**src/rtl/ysyx_24100029_arb_pkg.sv**
```systemverilog
// Shared state encoding, grant codes and helpers for the core-side AXI read arbiter.
package ysyx_24100029_arb_pkg;

  typedef enum logic [1:0] {
    IDLE,
    ADDR,
    DATA
  } arb_state_t;

  localparam logic [1:0] GNT_IFU  = 2'b01;
  localparam logic [1:0] GNT_LSU  = 2'b10;
  localparam logic [1:0] GNT_NONE = 2'b00;

  // last_win holds the index of the previous winner, so bit 1 of a grant doubles as its value.
  localparam logic LAST_IFU = 1'b0;
  localparam logic LAST_LSU = 1'b1;

  function automatic logic [3:0] sat_inc4(input logic [3:0] value);
    return (value == 4'hF) ? value : value + 4'd1;
  endfunction

endpackage

```
**src/rtl/ysyx_24100029_axi_rd_arbiter_if.sv**
```systemverilog
// AXI4 bus bundle (all five channels) with master- and slave-side views.
interface axi4_if #(
  parameter int ADDR_WIDTH = 32,
  parameter int DATA_WIDTH = 64,
  parameter int ID_WIDTH   = 4
);

  logic [ID_WIDTH-1:0]     awid;
  logic [ADDR_WIDTH-1:0]   awaddr;
  logic [7:0]              awlen;
  logic [2:0]              awsize;
  logic [1:0]              awburst;
  logic                    awvalid;
  logic                    awready;

  logic [DATA_WIDTH-1:0]   wdata;
  logic [DATA_WIDTH/8-1:0] wstrb;
  logic                    wlast;
  logic                    wvalid;
  logic                    wready;

  logic [ID_WIDTH-1:0]     bid;
  logic [1:0]              bresp;
  logic                    bvalid;
  logic                    bready;

  logic [ID_WIDTH-1:0]     arid;
  logic [ADDR_WIDTH-1:0]   araddr;
  logic [7:0]              arlen;
  logic [2:0]              arsize;
  logic [1:0]              arburst;
  logic                    arvalid;
  logic                    arready;

  logic [ID_WIDTH-1:0]     rid;
  logic [DATA_WIDTH-1:0]   rdata;
  logic [1:0]              rresp;
  logic                    rlast;
  logic                    rvalid;
  logic                    rready;

  modport master (
    output awid, awaddr, awlen, awsize, awburst, awvalid,
    input  awready,
    output wdata, wstrb, wlast, wvalid,
    input  wready,
    input  bid, bresp, bvalid,
    output bready,
    output arid, araddr, arlen, arsize, arburst, arvalid,
    input  arready,
    input  rid, rdata, rresp, rlast, rvalid,
    output rready
  );

  modport slave (
    input  awid, awaddr, awlen, awsize, awburst, awvalid,
    output awready,
    input  wdata, wstrb, wlast, wvalid,
    output wready,
    output bid, bresp, bvalid,
    input  bready,
    input  arid, araddr, arlen, arsize, arburst, arvalid,
    output arready,
    output rid, rdata, rresp, rlast, rvalid,
    input  rready
  );

endinterface

```
**src/rtl/ysyx_24100029_rr_pick.sv**
```systemverilog
// Combinational two-way winner selection: round-robin, or LSU-first with an IFU override.
module ysyx_24100029_rr_pick
  import ysyx_24100029_arb_pkg::*;
(
  input  logic [1:0] req,
  input  logic       last_win,
  input  logic       force_ifu,
  input  logic       fixed_mode,
  output logic [1:0] win
);

  always_comb begin
    win = GNT_NONE;
    case (req)
      2'b01: win = GNT_IFU;
      2'b10: win = GNT_LSU;
      2'b11: begin
        if (fixed_mode) begin
          win = force_ifu ? GNT_IFU : GNT_LSU;
        end else begin
          // Contested round-robin: whoever did not win last time goes now.
          win = (last_win == LAST_LSU) ? GNT_IFU : GNT_LSU;
        end
      end
      default: win = GNT_NONE;
    endcase
  end

endmodule

```
**src/rtl/ysyx_24100029_axi_rd_arbiter.sv**
```systemverilog
// Shares the core's single AXI4 read port between IFU and LSU, one read outstanding at a time;
// LSU writes bypass the arbiter entirely.
module ysyx_24100029_axi_rd_arbiter
  import ysyx_24100029_arb_pkg::*;
#(
  parameter int ADDR_WIDTH = 32,
  parameter bit LSU_FIXED  = 1'b0,
  parameter int MAX_WAIT   = 15
) (
  input  logic       clock,
  input  logic       reset,
  axi4_if.slave      ifu_axi,
  axi4_if.slave      lsu_axi,
  axi4_if.master     mem_axi,
  output logic [1:0] grant,
  output logic       busy
);

  localparam logic [3:0] MAX_WAIT_L = 4'(MAX_WAIT);

  arb_state_t      state_reg, state_next;
  logic [1:0]      grant_reg, grant_next;
  logic            last_win_reg, last_win_next;
  logic [3:0]      wait_cnt_reg, wait_cnt_next;

  logic [1:0]      req;
  logic [1:0]      win;
  logic            force_ifu;
  logic            in_addr;
  logic            in_data;
  logic            sel_lsu;
  logic            mem_rready;
  logic [1:0]      m_rready;
  logic [1:0]      m_arready;
  logic [1:0]      m_rvalid;
  logic [ADDR_WIDTH-1:0] ar_addr_sel;

  assign req       = {lsu_axi.arvalid, ifu_axi.arvalid};
  assign force_ifu = LSU_FIXED && (wait_cnt_reg == MAX_WAIT_L);
  assign in_addr   = (state_reg == ADDR);
  assign in_data   = (state_reg == DATA);
  assign sel_lsu   = grant_reg[1];

  ysyx_24100029_rr_pick u_pick (
    .req        (req),
    .last_win   (last_win_reg),
    .force_ifu  (force_ifu),
    .fixed_mode (LSU_FIXED),
    .win        (win)
  );

  always_ff @(posedge clock) begin
    if (reset) begin
      state_reg    <= IDLE;
      grant_reg    <= GNT_NONE;
      last_win_reg <= LAST_LSU;
      wait_cnt_reg <= 4'd0;
    end else begin
      state_reg    <= state_next;
      grant_reg    <= grant_next;
      last_win_reg <= last_win_next;
      wait_cnt_reg <= wait_cnt_next;
    end
  end

  always_comb begin
    state_next    = state_reg;
    grant_next    = grant_reg;
    last_win_next = last_win_reg;
    wait_cnt_next = wait_cnt_reg;
    case (state_reg)
      IDLE: begin
        if (win != GNT_NONE) begin
          state_next    = ADDR;
          grant_next    = win;
          last_win_next = win[1];
          if (LSU_FIXED) begin
            if (win == GNT_IFU) begin
              wait_cnt_next = 4'd0;
            end else if (req[0]) begin
              wait_cnt_next = sat_inc4(wait_cnt_reg);
            end
          end
        end
      end
      ADDR: begin
        if (mem_axi.arready) begin
          state_next = DATA;
        end
      end
      DATA: begin
        // Error responses do not terminate a burst; only the last beat does.
        if (mem_axi.rvalid && mem_rready && mem_axi.rlast) begin
          state_next = IDLE;
          grant_next = GNT_NONE;
        end
      end
      default: begin
        state_next = IDLE;
        grant_next = GNT_NONE;
      end
    endcase
  end

  // AR request steering: the granted master's fields drive the slave while in ADDR.
  assign ar_addr_sel     = sel_lsu ? lsu_axi.araddr : ifu_axi.araddr;
  assign mem_axi.araddr  = ar_addr_sel;
  assign mem_axi.arid    = sel_lsu ? lsu_axi.arid    : ifu_axi.arid;
  assign mem_axi.arlen   = sel_lsu ? lsu_axi.arlen   : ifu_axi.arlen;
  assign mem_axi.arsize  = sel_lsu ? lsu_axi.arsize  : ifu_axi.arsize;
  assign mem_axi.arburst = sel_lsu ? lsu_axi.arburst : ifu_axi.arburst;
  assign mem_axi.arvalid = in_addr;

  // Per-master handshake gating: only the granted master ever sees arready or rvalid.
  assign m_rready = {lsu_axi.rready, ifu_axi.rready};
  for (genvar gi = 0; gi < 2; gi++) begin : g_hs
    assign m_arready[gi] = in_addr & grant_reg[gi] & mem_axi.arready;
    assign m_rvalid[gi]  = in_data & grant_reg[gi] & mem_axi.rvalid;
  end

  assign ifu_axi.arready = m_arready[0];
  assign lsu_axi.arready = m_arready[1];
  assign ifu_axi.rvalid  = m_rvalid[0];
  assign lsu_axi.rvalid  = m_rvalid[1];

  // Stray beats outside DATA are left unaccepted rather than routed anywhere.
  assign mem_rready     = in_data & (|(grant_reg & m_rready));
  assign mem_axi.rready = mem_rready;

  assign ifu_axi.rid   = mem_axi.rid;
  assign ifu_axi.rdata = mem_axi.rdata;
  assign ifu_axi.rresp = mem_axi.rresp;
  assign ifu_axi.rlast = mem_axi.rlast;
  assign lsu_axi.rid   = mem_axi.rid;
  assign lsu_axi.rdata = mem_axi.rdata;
  assign lsu_axi.rresp = mem_axi.rresp;
  assign lsu_axi.rlast = mem_axi.rlast;

  // LSU write channels are straight wires to the slave.
  assign mem_axi.awid    = lsu_axi.awid;
  assign mem_axi.awaddr  = lsu_axi.awaddr;
  assign mem_axi.awlen   = lsu_axi.awlen;
  assign mem_axi.awsize  = lsu_axi.awsize;
  assign mem_axi.awburst = lsu_axi.awburst;
  assign mem_axi.awvalid = lsu_axi.awvalid;
  assign lsu_axi.awready = mem_axi.awready;
  assign mem_axi.wdata   = lsu_axi.wdata;
  assign mem_axi.wstrb   = lsu_axi.wstrb;
  assign mem_axi.wlast   = lsu_axi.wlast;
  assign mem_axi.wvalid  = lsu_axi.wvalid;
  assign lsu_axi.wready  = mem_axi.wready;
  assign lsu_axi.bid     = mem_axi.bid;
  assign lsu_axi.bresp   = mem_axi.bresp;
  assign lsu_axi.bvalid  = mem_axi.bvalid;
  assign mem_axi.bready  = lsu_axi.bready;

  // The IFU never writes.
  assign ifu_axi.awready = 1'b0;
  assign ifu_axi.wready  = 1'b0;
  assign ifu_axi.bvalid  = 1'b0;
  assign ifu_axi.bid     = '0;
  assign ifu_axi.bresp   = 2'b00;

  assign grant = grant_reg;
  assign busy  = (state_reg != IDLE);

endmodule
```
**src/flat_wrapper.sv**
```systemverilog
// flat-port wrapper written by rule: the top's interface ports become plain ports
module ysyx_24100029_axi_rd_arbiter_flat import ysyx_24100029_arb_pkg::*;
#(
  parameter int ADDR_WIDTH = 32,
  parameter bit LSU_FIXED  = 1'b0,
  parameter int MAX_WAIT   = 15
)
  (clock, reset, grant, busy, ifu_axi_awid, ifu_axi_awaddr, ifu_axi_awlen, ifu_axi_awsize, ifu_axi_awburst, ifu_axi_awvalid, ifu_axi_awready, ifu_axi_wdata, ifu_axi_wstrb, ifu_axi_wlast, ifu_axi_wvalid, ifu_axi_wready, ifu_axi_bid, ifu_axi_bresp, ifu_axi_bvalid, ifu_axi_bready, ifu_axi_arid, ifu_axi_araddr, ifu_axi_arlen, ifu_axi_arsize, ifu_axi_arburst, ifu_axi_arvalid, ifu_axi_arready, ifu_axi_rid, ifu_axi_rdata, ifu_axi_rresp, ifu_axi_rlast, ifu_axi_rvalid, ifu_axi_rready, lsu_axi_awid, lsu_axi_awaddr, lsu_axi_awlen, lsu_axi_awsize, lsu_axi_awburst, lsu_axi_awvalid, lsu_axi_awready, lsu_axi_wdata, lsu_axi_wstrb, lsu_axi_wlast, lsu_axi_wvalid, lsu_axi_wready, lsu_axi_bid, lsu_axi_bresp, lsu_axi_bvalid, lsu_axi_bready, lsu_axi_arid, lsu_axi_araddr, lsu_axi_arlen, lsu_axi_arsize, lsu_axi_arburst, lsu_axi_arvalid, lsu_axi_arready, lsu_axi_rid, lsu_axi_rdata, lsu_axi_rresp, lsu_axi_rlast, lsu_axi_rvalid, lsu_axi_rready, mem_axi_awid, mem_axi_awaddr, mem_axi_awlen, mem_axi_awsize, mem_axi_awburst, mem_axi_awvalid, mem_axi_awready, mem_axi_wdata, mem_axi_wstrb, mem_axi_wlast, mem_axi_wvalid, mem_axi_wready, mem_axi_bid, mem_axi_bresp, mem_axi_bvalid, mem_axi_bready, mem_axi_arid, mem_axi_araddr, mem_axi_arlen, mem_axi_arsize, mem_axi_arburst, mem_axi_arvalid, mem_axi_arready, mem_axi_rid, mem_axi_rdata, mem_axi_rresp, mem_axi_rlast, mem_axi_rvalid, mem_axi_rready);
  axi4_if #(.ADDR_WIDTH(ADDR_WIDTH)) ifu_axi_i ();
  axi4_if #(.ADDR_WIDTH(ADDR_WIDTH)) lsu_axi_i ();
  axi4_if #(.ADDR_WIDTH(ADDR_WIDTH)) mem_axi_i ();
  input  logic clock;
  input  logic reset;
  output logic [1:0] grant;
  output logic busy;
  input wire logic [$bits(ifu_axi_i.awid)-1:0] ifu_axi_awid;
  input wire logic [$bits(ifu_axi_i.awaddr)-1:0] ifu_axi_awaddr;
  input wire logic [$bits(ifu_axi_i.awlen)-1:0] ifu_axi_awlen;
  input wire logic [$bits(ifu_axi_i.awsize)-1:0] ifu_axi_awsize;
  input wire logic [$bits(ifu_axi_i.awburst)-1:0] ifu_axi_awburst;
  input wire logic [$bits(ifu_axi_i.awvalid)-1:0] ifu_axi_awvalid;
  output wire logic [$bits(ifu_axi_i.awready)-1:0] ifu_axi_awready;
  input wire logic [$bits(ifu_axi_i.wdata)-1:0] ifu_axi_wdata;
  input wire logic [$bits(ifu_axi_i.wstrb)-1:0] ifu_axi_wstrb;
  input wire logic [$bits(ifu_axi_i.wlast)-1:0] ifu_axi_wlast;
  input wire logic [$bits(ifu_axi_i.wvalid)-1:0] ifu_axi_wvalid;
  output wire logic [$bits(ifu_axi_i.wready)-1:0] ifu_axi_wready;
  output wire logic [$bits(ifu_axi_i.bid)-1:0] ifu_axi_bid;
  output wire logic [$bits(ifu_axi_i.bresp)-1:0] ifu_axi_bresp;
  output wire logic [$bits(ifu_axi_i.bvalid)-1:0] ifu_axi_bvalid;
  input wire logic [$bits(ifu_axi_i.bready)-1:0] ifu_axi_bready;
  input wire logic [$bits(ifu_axi_i.arid)-1:0] ifu_axi_arid;
  input wire logic [$bits(ifu_axi_i.araddr)-1:0] ifu_axi_araddr;
  input wire logic [$bits(ifu_axi_i.arlen)-1:0] ifu_axi_arlen;
  input wire logic [$bits(ifu_axi_i.arsize)-1:0] ifu_axi_arsize;
  input wire logic [$bits(ifu_axi_i.arburst)-1:0] ifu_axi_arburst;
  input wire logic [$bits(ifu_axi_i.arvalid)-1:0] ifu_axi_arvalid;
  output wire logic [$bits(ifu_axi_i.arready)-1:0] ifu_axi_arready;
  output wire logic [$bits(ifu_axi_i.rid)-1:0] ifu_axi_rid;
  output wire logic [$bits(ifu_axi_i.rdata)-1:0] ifu_axi_rdata;
  output wire logic [$bits(ifu_axi_i.rresp)-1:0] ifu_axi_rresp;
  output wire logic [$bits(ifu_axi_i.rlast)-1:0] ifu_axi_rlast;
  output wire logic [$bits(ifu_axi_i.rvalid)-1:0] ifu_axi_rvalid;
  input wire logic [$bits(ifu_axi_i.rready)-1:0] ifu_axi_rready;
  input wire logic [$bits(lsu_axi_i.awid)-1:0] lsu_axi_awid;
  input wire logic [$bits(lsu_axi_i.awaddr)-1:0] lsu_axi_awaddr;
  input wire logic [$bits(lsu_axi_i.awlen)-1:0] lsu_axi_awlen;
  input wire logic [$bits(lsu_axi_i.awsize)-1:0] lsu_axi_awsize;
  input wire logic [$bits(lsu_axi_i.awburst)-1:0] lsu_axi_awburst;
  input wire logic [$bits(lsu_axi_i.awvalid)-1:0] lsu_axi_awvalid;
  output wire logic [$bits(lsu_axi_i.awready)-1:0] lsu_axi_awready;
  input wire logic [$bits(lsu_axi_i.wdata)-1:0] lsu_axi_wdata;
  input wire logic [$bits(lsu_axi_i.wstrb)-1:0] lsu_axi_wstrb;
  input wire logic [$bits(lsu_axi_i.wlast)-1:0] lsu_axi_wlast;
  input wire logic [$bits(lsu_axi_i.wvalid)-1:0] lsu_axi_wvalid;
  output wire logic [$bits(lsu_axi_i.wready)-1:0] lsu_axi_wready;
  output wire logic [$bits(lsu_axi_i.bid)-1:0] lsu_axi_bid;
  output wire logic [$bits(lsu_axi_i.bresp)-1:0] lsu_axi_bresp;
  output wire logic [$bits(lsu_axi_i.bvalid)-1:0] lsu_axi_bvalid;
  input wire logic [$bits(lsu_axi_i.bready)-1:0] lsu_axi_bready;
  input wire logic [$bits(lsu_axi_i.arid)-1:0] lsu_axi_arid;
  input wire logic [$bits(lsu_axi_i.araddr)-1:0] lsu_axi_araddr;
  input wire logic [$bits(lsu_axi_i.arlen)-1:0] lsu_axi_arlen;
  input wire logic [$bits(lsu_axi_i.arsize)-1:0] lsu_axi_arsize;
  input wire logic [$bits(lsu_axi_i.arburst)-1:0] lsu_axi_arburst;
  input wire logic [$bits(lsu_axi_i.arvalid)-1:0] lsu_axi_arvalid;
  output wire logic [$bits(lsu_axi_i.arready)-1:0] lsu_axi_arready;
  output wire logic [$bits(lsu_axi_i.rid)-1:0] lsu_axi_rid;
  output wire logic [$bits(lsu_axi_i.rdata)-1:0] lsu_axi_rdata;
  output wire logic [$bits(lsu_axi_i.rresp)-1:0] lsu_axi_rresp;
  output wire logic [$bits(lsu_axi_i.rlast)-1:0] lsu_axi_rlast;
  output wire logic [$bits(lsu_axi_i.rvalid)-1:0] lsu_axi_rvalid;
  input wire logic [$bits(lsu_axi_i.rready)-1:0] lsu_axi_rready;
  output wire logic [$bits(mem_axi_i.awid)-1:0] mem_axi_awid;
  output wire logic [$bits(mem_axi_i.awaddr)-1:0] mem_axi_awaddr;
  output wire logic [$bits(mem_axi_i.awlen)-1:0] mem_axi_awlen;
  output wire logic [$bits(mem_axi_i.awsize)-1:0] mem_axi_awsize;
  output wire logic [$bits(mem_axi_i.awburst)-1:0] mem_axi_awburst;
  output wire logic [$bits(mem_axi_i.awvalid)-1:0] mem_axi_awvalid;
  input wire logic [$bits(mem_axi_i.awready)-1:0] mem_axi_awready;
  output wire logic [$bits(mem_axi_i.wdata)-1:0] mem_axi_wdata;
  output wire logic [$bits(mem_axi_i.wstrb)-1:0] mem_axi_wstrb;
  output wire logic [$bits(mem_axi_i.wlast)-1:0] mem_axi_wlast;
  output wire logic [$bits(mem_axi_i.wvalid)-1:0] mem_axi_wvalid;
  input wire logic [$bits(mem_axi_i.wready)-1:0] mem_axi_wready;
  input wire logic [$bits(mem_axi_i.bid)-1:0] mem_axi_bid;
  input wire logic [$bits(mem_axi_i.bresp)-1:0] mem_axi_bresp;
  input wire logic [$bits(mem_axi_i.bvalid)-1:0] mem_axi_bvalid;
  output wire logic [$bits(mem_axi_i.bready)-1:0] mem_axi_bready;
  output wire logic [$bits(mem_axi_i.arid)-1:0] mem_axi_arid;
  output wire logic [$bits(mem_axi_i.araddr)-1:0] mem_axi_araddr;
  output wire logic [$bits(mem_axi_i.arlen)-1:0] mem_axi_arlen;
  output wire logic [$bits(mem_axi_i.arsize)-1:0] mem_axi_arsize;
  output wire logic [$bits(mem_axi_i.arburst)-1:0] mem_axi_arburst;
  output wire logic [$bits(mem_axi_i.arvalid)-1:0] mem_axi_arvalid;
  input wire logic [$bits(mem_axi_i.arready)-1:0] mem_axi_arready;
  input wire logic [$bits(mem_axi_i.rid)-1:0] mem_axi_rid;
  input wire logic [$bits(mem_axi_i.rdata)-1:0] mem_axi_rdata;
  input wire logic [$bits(mem_axi_i.rresp)-1:0] mem_axi_rresp;
  input wire logic [$bits(mem_axi_i.rlast)-1:0] mem_axi_rlast;
  input wire logic [$bits(mem_axi_i.rvalid)-1:0] mem_axi_rvalid;
  output wire logic [$bits(mem_axi_i.rready)-1:0] mem_axi_rready;
  assign ifu_axi_i.awid = ifu_axi_awid;
  assign ifu_axi_i.awaddr = ifu_axi_awaddr;
  assign ifu_axi_i.awlen = ifu_axi_awlen;
  assign ifu_axi_i.awsize = ifu_axi_awsize;
  assign ifu_axi_i.awburst = ifu_axi_awburst;
  assign ifu_axi_i.awvalid = ifu_axi_awvalid;
  assign ifu_axi_awready = ifu_axi_i.awready;
  assign ifu_axi_i.wdata = ifu_axi_wdata;
  assign ifu_axi_i.wstrb = ifu_axi_wstrb;
  assign ifu_axi_i.wlast = ifu_axi_wlast;
  assign ifu_axi_i.wvalid = ifu_axi_wvalid;
  assign ifu_axi_wready = ifu_axi_i.wready;
  assign ifu_axi_bid = ifu_axi_i.bid;
  assign ifu_axi_bresp = ifu_axi_i.bresp;
  assign ifu_axi_bvalid = ifu_axi_i.bvalid;
  assign ifu_axi_i.bready = ifu_axi_bready;
  assign ifu_axi_i.arid = ifu_axi_arid;
  assign ifu_axi_i.araddr = ifu_axi_araddr;
  assign ifu_axi_i.arlen = ifu_axi_arlen;
  assign ifu_axi_i.arsize = ifu_axi_arsize;
  assign ifu_axi_i.arburst = ifu_axi_arburst;
  assign ifu_axi_i.arvalid = ifu_axi_arvalid;
  assign ifu_axi_arready = ifu_axi_i.arready;
  assign ifu_axi_rid = ifu_axi_i.rid;
  assign ifu_axi_rdata = ifu_axi_i.rdata;
  assign ifu_axi_rresp = ifu_axi_i.rresp;
  assign ifu_axi_rlast = ifu_axi_i.rlast;
  assign ifu_axi_rvalid = ifu_axi_i.rvalid;
  assign ifu_axi_i.rready = ifu_axi_rready;
  assign lsu_axi_i.awid = lsu_axi_awid;
  assign lsu_axi_i.awaddr = lsu_axi_awaddr;
  assign lsu_axi_i.awlen = lsu_axi_awlen;
  assign lsu_axi_i.awsize = lsu_axi_awsize;
  assign lsu_axi_i.awburst = lsu_axi_awburst;
  assign lsu_axi_i.awvalid = lsu_axi_awvalid;
  assign lsu_axi_awready = lsu_axi_i.awready;
  assign lsu_axi_i.wdata = lsu_axi_wdata;
  assign lsu_axi_i.wstrb = lsu_axi_wstrb;
  assign lsu_axi_i.wlast = lsu_axi_wlast;
  assign lsu_axi_i.wvalid = lsu_axi_wvalid;
  assign lsu_axi_wready = lsu_axi_i.wready;
  assign lsu_axi_bid = lsu_axi_i.bid;
  assign lsu_axi_bresp = lsu_axi_i.bresp;
  assign lsu_axi_bvalid = lsu_axi_i.bvalid;
  assign lsu_axi_i.bready = lsu_axi_bready;
  assign lsu_axi_i.arid = lsu_axi_arid;
  assign lsu_axi_i.araddr = lsu_axi_araddr;
  assign lsu_axi_i.arlen = lsu_axi_arlen;
  assign lsu_axi_i.arsize = lsu_axi_arsize;
  assign lsu_axi_i.arburst = lsu_axi_arburst;
  assign lsu_axi_i.arvalid = lsu_axi_arvalid;
  assign lsu_axi_arready = lsu_axi_i.arready;
  assign lsu_axi_rid = lsu_axi_i.rid;
  assign lsu_axi_rdata = lsu_axi_i.rdata;
  assign lsu_axi_rresp = lsu_axi_i.rresp;
  assign lsu_axi_rlast = lsu_axi_i.rlast;
  assign lsu_axi_rvalid = lsu_axi_i.rvalid;
  assign lsu_axi_i.rready = lsu_axi_rready;
  assign mem_axi_awid = mem_axi_i.awid;
  assign mem_axi_awaddr = mem_axi_i.awaddr;
  assign mem_axi_awlen = mem_axi_i.awlen;
  assign mem_axi_awsize = mem_axi_i.awsize;
  assign mem_axi_awburst = mem_axi_i.awburst;
  assign mem_axi_awvalid = mem_axi_i.awvalid;
  assign mem_axi_i.awready = mem_axi_awready;
  assign mem_axi_wdata = mem_axi_i.wdata;
  assign mem_axi_wstrb = mem_axi_i.wstrb;
  assign mem_axi_wlast = mem_axi_i.wlast;
  assign mem_axi_wvalid = mem_axi_i.wvalid;
  assign mem_axi_i.wready = mem_axi_wready;
  assign mem_axi_i.bid = mem_axi_bid;
  assign mem_axi_i.bresp = mem_axi_bresp;
  assign mem_axi_i.bvalid = mem_axi_bvalid;
  assign mem_axi_bready = mem_axi_i.bready;
  assign mem_axi_arid = mem_axi_i.arid;
  assign mem_axi_araddr = mem_axi_i.araddr;
  assign mem_axi_arlen = mem_axi_i.arlen;
  assign mem_axi_arsize = mem_axi_i.arsize;
  assign mem_axi_arburst = mem_axi_i.arburst;
  assign mem_axi_arvalid = mem_axi_i.arvalid;
  assign mem_axi_i.arready = mem_axi_arready;
  assign mem_axi_i.rid = mem_axi_rid;
  assign mem_axi_i.rdata = mem_axi_rdata;
  assign mem_axi_i.rresp = mem_axi_rresp;
  assign mem_axi_i.rlast = mem_axi_rlast;
  assign mem_axi_i.rvalid = mem_axi_rvalid;
  assign mem_axi_rready = mem_axi_i.rready;
  ysyx_24100029_axi_rd_arbiter #(.ADDR_WIDTH(ADDR_WIDTH), .LSU_FIXED(LSU_FIXED), .MAX_WAIT(MAX_WAIT)) u_core (.clock(clock), .reset(reset), .ifu_axi(ifu_axi_i), .lsu_axi(lsu_axi_i), .mem_axi(mem_axi_i), .grant(grant), .busy(busy));
endmodule
```
**config.mk**
```make
export PLATFORM = sky130hd
export DESIGN_NAME = ysyx_24100029_axi_rd_arbiter_flat
export DESIGN_NICKNAME = d
export VERILOG_FILES = /design/src/rtl/ysyx_24100029_arb_pkg.sv /design/src/rtl/ysyx_24100029_axi_rd_arbiter_if.sv /design/src/rtl/ysyx_24100029_rr_pick.sv /design/src/rtl/ysyx_24100029_axi_rd_arbiter.sv /design/src/flat_wrapper.sv
export SDC_FILE = /design/constraint.sdc
export NUM_CORES = 1
export LEC_CHECK = 0
export CAP_MARGIN = 20
export CORE_AREA = 2 2 303 305
export CTS_CLUSTER_SIZE = 40
export DETAILED_ROUTE_END_ITERATION = 8
export DIE_AREA = 0 0 305 307
export SLEW_MARGIN = 5
export SYNTH_ARGS = -nofsm -noshare
export SYNTH_HDL_FRONTEND = slang
export SYNTH_SLANG_ARGS = --single-unit
```
**constraint.sdc**
```tcl
create_clock -name clock -period 3.2 [get_ports clock]
set_input_delay 0.64 -clock clock [delete_from_list [all_inputs] [get_ports clock]]
set_output_delay 0.64 -clock clock [all_outputs]
set_load 0.02 [all_outputs]
```
==> run_results.csv, run 1 <==
group,metric,value,unit
detailed_routing,wl_met1,2160,microns
sta,fmax,362,MHz
worst_setup_path,arrival,2130,ps
synth,synthArstFlopShare,0,%
synth,yosysTopAreaCellShare,69.5,%
placement,dp_hpwl,34600,microns
synth,netlist_area,3080,sq um
clock_network,clk_pin_slew,30,ps
worst_setup_path,crit_required,2560,ps
detailed_routing,dr.pass1.iters,4,
synth,yosysWarnings,0,
floorplan,die_area,93600,sq um
worst_setup_path,worstPathMaxFanout,2,
power,power_density,189,nW/um^2
synth,synth_area_per_cell,8.19,sq um
layout,n_fill_cell,10800,
detailed_routing,route.met2.wl,14200,microns
layout,fin_util,4.57,%
detailed_routing,num_vias,1980,
floorplan,die_h,307,microns
grt,antenna_found_initial,3,
floorplan,io_pins,779,
layout,area_growth,34.5,%
detailed_routing,drt_iter0_drc,39,
floorplan,initial_core_util,3.40,%
synth,yosysMostFrequentCell,"buf_4",
sta,finalSetupTns,0,ps
run_status,status,"completed",
power,ir_worst_vdd,0.138,mV
worst_setup_path,criticalPathCategory,"in2out",
worst_setup_path,start_kind,"input port",
detailed_routing,final_antenna_net_count,0,
floorplan,die_w,305,microns
sta,maxSlewViolCount,0,
clock_network,root_buffer,"clkbuf_16",
floorplan,core.rowCount,111,
synth,yosys_most_used_dff,"dfxtp_1",
layout,layout-drive-gt1-share,22.9,%
clock_network,cts_tree,"built",
layout,nets,703,
floorplan,core,90700,sq um
synth,yosysSeqAreaShare,3.25,%
synth,post-synth-top-area-cell,"buf_4",
worst_setup_path,cpMostUsedCell,"clkdlybuf4s50_1",
clock_network,cts_buffers,3,
sta,setup_viol,0,
worst_setup_path,crit_path_top_delay_cell,"clkdlybuf4s50_1",
synth,syn_inst,376,
clock_network,clock_latency,230,ps
sta,worst_slack,434,ps
synth,yosys-top-cells-count,"285 x buf_4, 49 x mux2_2, 5 x dfxtp_1",
synth,synth_area_leaders,"buf_4 69%, mux2_2 18%, dfxtp_1 3.3%",
detailed_routing,viasPerCell,1.36,
clock_network,holdBufCountCts,0,
worst_setup_path,slowest_delay,540,ps
sta,period_needed,2770,ps
detailed_routing,drc,0,
clock_network,max-clock-path-buffers,2,
clock_network,htree_levels,1,
hold_path,worstHoldPathType,"reg2reg",
grt,grt.total_usage,7.24,%
sta,final_hold_viol_count,0,
sta,skew,0.348,ps
grt,grt_pass1_vias,2173,
synth,ys_types,24,
detailed_routing,wl,35800,microns
clock_network,cts_resized,0,
placement,place_ws,432,ps
worst_setup_path,crit_chain,"clkdlybuf4s50_1 -> a22oi_4 -> and2b_2 -> clkdlybuf4s50_1",
placement,numPortBuffers,166,
synth,synth_edf_count,0,
grt,grt_pass1_wl,39600,microns
placement,gp_congestion,0.738,
detailed_routing,wl_per_cell,24.6,microns
synth,ys_ff_latch,5,
sta,fin_crit_sh,86.4,%
grt,overflow,0,
clock_network,post_cts_buffers,0,
worst_setup_path,critPathCaptureType,"output pin",
flow_run,drv_cap,0,
grt,grt_max_degree,24,
detailed_routing,wl_met3,16900,microns
power,cellLeakagePower,0.00105,uW
clock_network,cts_num_sinks,5,
detailed_routing,highest_layer,"met5",
sta,rsz0062_at_grt,"false",
## critical path, delay by kind of cell
kind | cells | cell delay [ps]
compound gates | 1 | 230
buf+inv | 2 | 1020
simple gates | 1 | 230
## layout by cell type (no fill, tap or decap)
cell,n
buf_4,4
inv_1,1
o21a_1,1
nor2_1,1
and3b_1,1
a221o_1,1
conb_1,9
nor2_2,2
clkbuf_1,1
and2b_2,1
nand3b_1,3
nand3_1,2
and2b_1,2
diode_2,1
nand2_1,3
a22oi_4,1
dfxtp_4,1
dfxtp_1,4
nor3_1,3
and2_1,2
clkbuf_16,3
and3_1,2
o31ai_1,2
a2111oi_1,1
mux2_2,49
clkdlybuf4s50_1,165
nor2b_1,1
## final timing paths
path                       start  depth (start not counted)                  end  slack [ps]
min          u_core.last_win_reg                          1  u_core.last_win_reg         510
max               ifu_axi_rready                          4       mem_axi_rready         430
min reg2reg  u_core.last_win_reg                          1  u_core.last_win_reg         510
max reg2reg      u_core.grant[1]                          4      u_core.grant[0]        1890
## logic make-up after synthesis
logic type | count (synthesis) | share of synthesized area, %
buf+inv | 292 | 72.1
mux | 49 | 17.9
simple gates | 23 | 4.51
compound gates | 6 | 2.07
flops | 5 | 3.25
other cells | 1 | 0.122
## layout make-up
type / instances / area, sq um / share of cell area, %
Antenna cell: 1 / 2.50 / 0.0604
Clock buffer: 4 / 78.8 / 1.90
Inverter: 1 / 3.75 / 0.0906
Multi-Input combinational cell: 87 / 788 / 19.0
Sequential cell: 5 / 104 / 2.51
Tap cell: 1186 / 1480 / 35.8
Timing Repair Buffer: 169 / 1680 / 40.6
## metal layers
metal	up-vias	GRT usage, %
met5	-	0.982
met2	461	10.5
met3	129	15.7
met1	705	1.14
li1	681	-
met4	4	4.11
## stage by stage
step	hold WS, ps	cells	total power, uW	cell area [sq um]
2_1_floorplan	477	384	807	3110
3_3_place_gp	498	1448	583	4060
3_5_place_dp	499	1448	586	4060
4_1_cts	511	1452	797	4140
5_1_grt	553	1452	824	4140
6_report	510	1453	783	4140
## where the power goes
part           leakage [uW]  switching, uW  internal [uW]
clock             0.0000382           41.7            165
sequential        0.0000421           15.0           69.0
combinational      0.000966            201            291
Power figures use the tool's default switching activity.
==> run 2, diff against run 1 <==
--- a/config.mk
+++ b/config.mk
@@ -14,3 +14,4 @@
 export SYNTH_ARGS = -nofsm -noshare
 export SYNTH_HDL_FRONTEND = slang
 export SYNTH_SLANG_ARGS = --single-unit
+export TNS_END_PERCENT = 10
==> results of run 2 <==
No change in the layout: final DEF, timing and power equal those of run 1.
==> run 3, diff against run 2 <==
--- a/config.mk
+++ b/config.mk
@@ -10,6 +10,7 @@
 export CTS_CLUSTER_SIZE = 40
 export DETAILED_ROUTE_END_ITERATION = 8
 export DIE_AREA = 0 0 305 307
+export PLACE_DENSITY = 0.3
 export SLEW_MARGIN = 5
 export SYNTH_ARGS = -nofsm -noshare
 export SYNTH_HDL_FRONTEND = slang
==> run_results.csv, run 3 (synthesis results as in run 1) <==
group,metric,value,unit
worst_setup_path,crit_required,2560,ps
sta,fin_crit_sh,87.6,%
detailed_routing,drc,0,
clock_network,cts_tree,"built",
floorplan,die_w,305,microns
hold_path,hold_end,"u_core.last_win_reg",
hold_path,hold_depth,1,
grt,grt_pass1_wl,20000,microns
grt,antenna_found_initial,0,
worst_setup_path,arrival,2160,ps
detailed_routing,final_antenna_net_count,0,
grt,grt_max_degree,51,
clock_network,post_cts_buffers,0,
clock_network,root_buffer,"clkbuf_16",
power,cellLeakagePower,0.00104,uW
detailed_routing,wl_per_cell,11.3,microns
floorplan,core.rowCount,111,
layout,area_growth,34.4,%
worst_setup_path,rr_worst_depth,3,
worst_setup_path,rr_endpoint,"u_core.grant[0]",
sta,rsz0062_at_grt,"false",
hold_path,holdCritStartpoint,"u_core.last_win_reg",
sta,worst_slack,396,ps
clock_network,htree_levels,1,
layout,n_fill_cell,10700,
worst_setup_path,start_kind,"input port",
grt,grt_pass1_vias,2124,
floorplan,core,90700,sq um
clock_network,cts_resized,0,
layout,nets,701,
placement,numPortBuffers,166,
power,power_density,188,nW/um^2
layout,final_common_cell,"clkdlybuf4s50_1",
grt,grt.total_usage,3.25,%
floorplan,die_h,307,microns
run_status,status,"completed",
detailed_routing,num_vias,1858,
sta,fmax,357,MHz
floorplan,die_area,93600,sq um
worst_setup_path,criticalPathCategory,"in2out",
clock_network,holdBufCountCts,0,
layout,most-common-layout-cells,"166 x clkdlybuf4s50_1, 49 x mux2_2, 9 x conb_1, 4 x dfxtp_1",
power,ir_worst_vdd,0.0996,mV
flow_run,drv_cap,0,
detailed_routing,viasPerCell,1.28,
sta,finalSetupTns,0,ps
clock_network,clock_latency,230,ps
sta,final_hold_viol_count,0,
floorplan,initial_core_util,3.40,%
layout,layout-drive-gt1-share,22.0,%
worst_setup_path,worstPathMaxFanout,2,
clock_network,cts_num_sinks,5,
floorplan,io_pins,779,
worst_setup_path,timing.rr.start,"u_core.grant[0]",
sta,maxSlewViolCount,0,
detailed_routing,dr.pass1.iters,4,
detailed_routing,wl,16400,microns
placement,gp_congestion,0.666,
sta,period_needed,2800,ps
hold_path,worstHoldPathType,"reg2reg",
clock_network,clk_pin_slew,30,ps
worst_setup_path,critPathCaptureType,"output pin",
detailed_routing,drt_iter0_drc,31,
worst_setup_path,r2r_slack,2140,ps
clock_network,cts_buffers,3,
sta,skew,0.682,ps
placement,place_ws,369,ps
placement,dp_hpwl,15100,microns
sta,setup_viol,0,
layout,antenna_cells,0,
grt,overflow,0,
clock_network,max-clock-path-buffers,2,
==> run 3: cell types whose count changed in the layout (fill, tap and decap cells not counted), sizes merged <==
cell           before  now
clkdlybuf4s50     165  166
diode               1    0
buf                 4    1
==> run 3: power by group <==
part	switching (uW)	leakage (uW)	internal [uW]
clock	39.4	0.0000382	165
sequential	12.1	0.0000418	69.2
combinational	200	0.000957	292
==> run 3: critical path, cell delays in order <==
cell and delay (ps):
clkdlybuf4s50_1 510, a22oi_4 240, and2b_2 230, clkdlybuf4s50_1 540
==> run 3: how the worst max path moves through the flow <==
stage / from / endpoint / depth (start not counted)
floorplan: u_core.grant[1] / mem_axi_araddr[0] / 3
global placement: ifu_axi_rready / mem_axi_rready / 4
detailed placement: ifu_axi_rready / mem_axi_rready / 4
CTS: ifu_axi_rready / mem_axi_rready / 4
global route: ifu_axi_rready / mem_axi_rready / 4
finish: ifu_axi_rready / mem_axi_rready / 4
==> run 3: area by class of cell <==
cell class	count	area, sq um	area share [%]
multi-input combinational	87	788	19.1
sequential	5	101	2.45
inverter	1	3.75	0.0907
timing repair buffer	167	1680	40.6
tap	1186	1480	35.9
clock buffer	4	78.8	1.91
==> run 3: metrics by stage <==
| step | area [sq um] | std cells | hold slack (ps) | total power (uW) | utilization (%) |
|---|---|---|---|---|---|
| floorplan | 3110 | 384 | 477 | 807 | - |
| global placement | 4060 | 1446 | 502 | 586 | 4.48 |
| detailed placement | 4060 | 1446 | 503 | 582 | 4.48 |
| CTS | 4140 | 1450 | 514 | 789 | 4.56 |
| global route | 4140 | 1450 | 531 | 815 | 4.56 |
| finish | 4140 | 1450 | 507 | 778 | 4.56 |
==> run 3: metal layers <==
metal  vias to the layer above  GRT usage [%]  part of all wire (%)
met3                        97           4.51                    32
li1                        677              -                     -
met4                         2           2.82                   8.7
met5                         -          0.465                  0.37
met2                       377           5.43                    45
met1                       705           1.15                    14
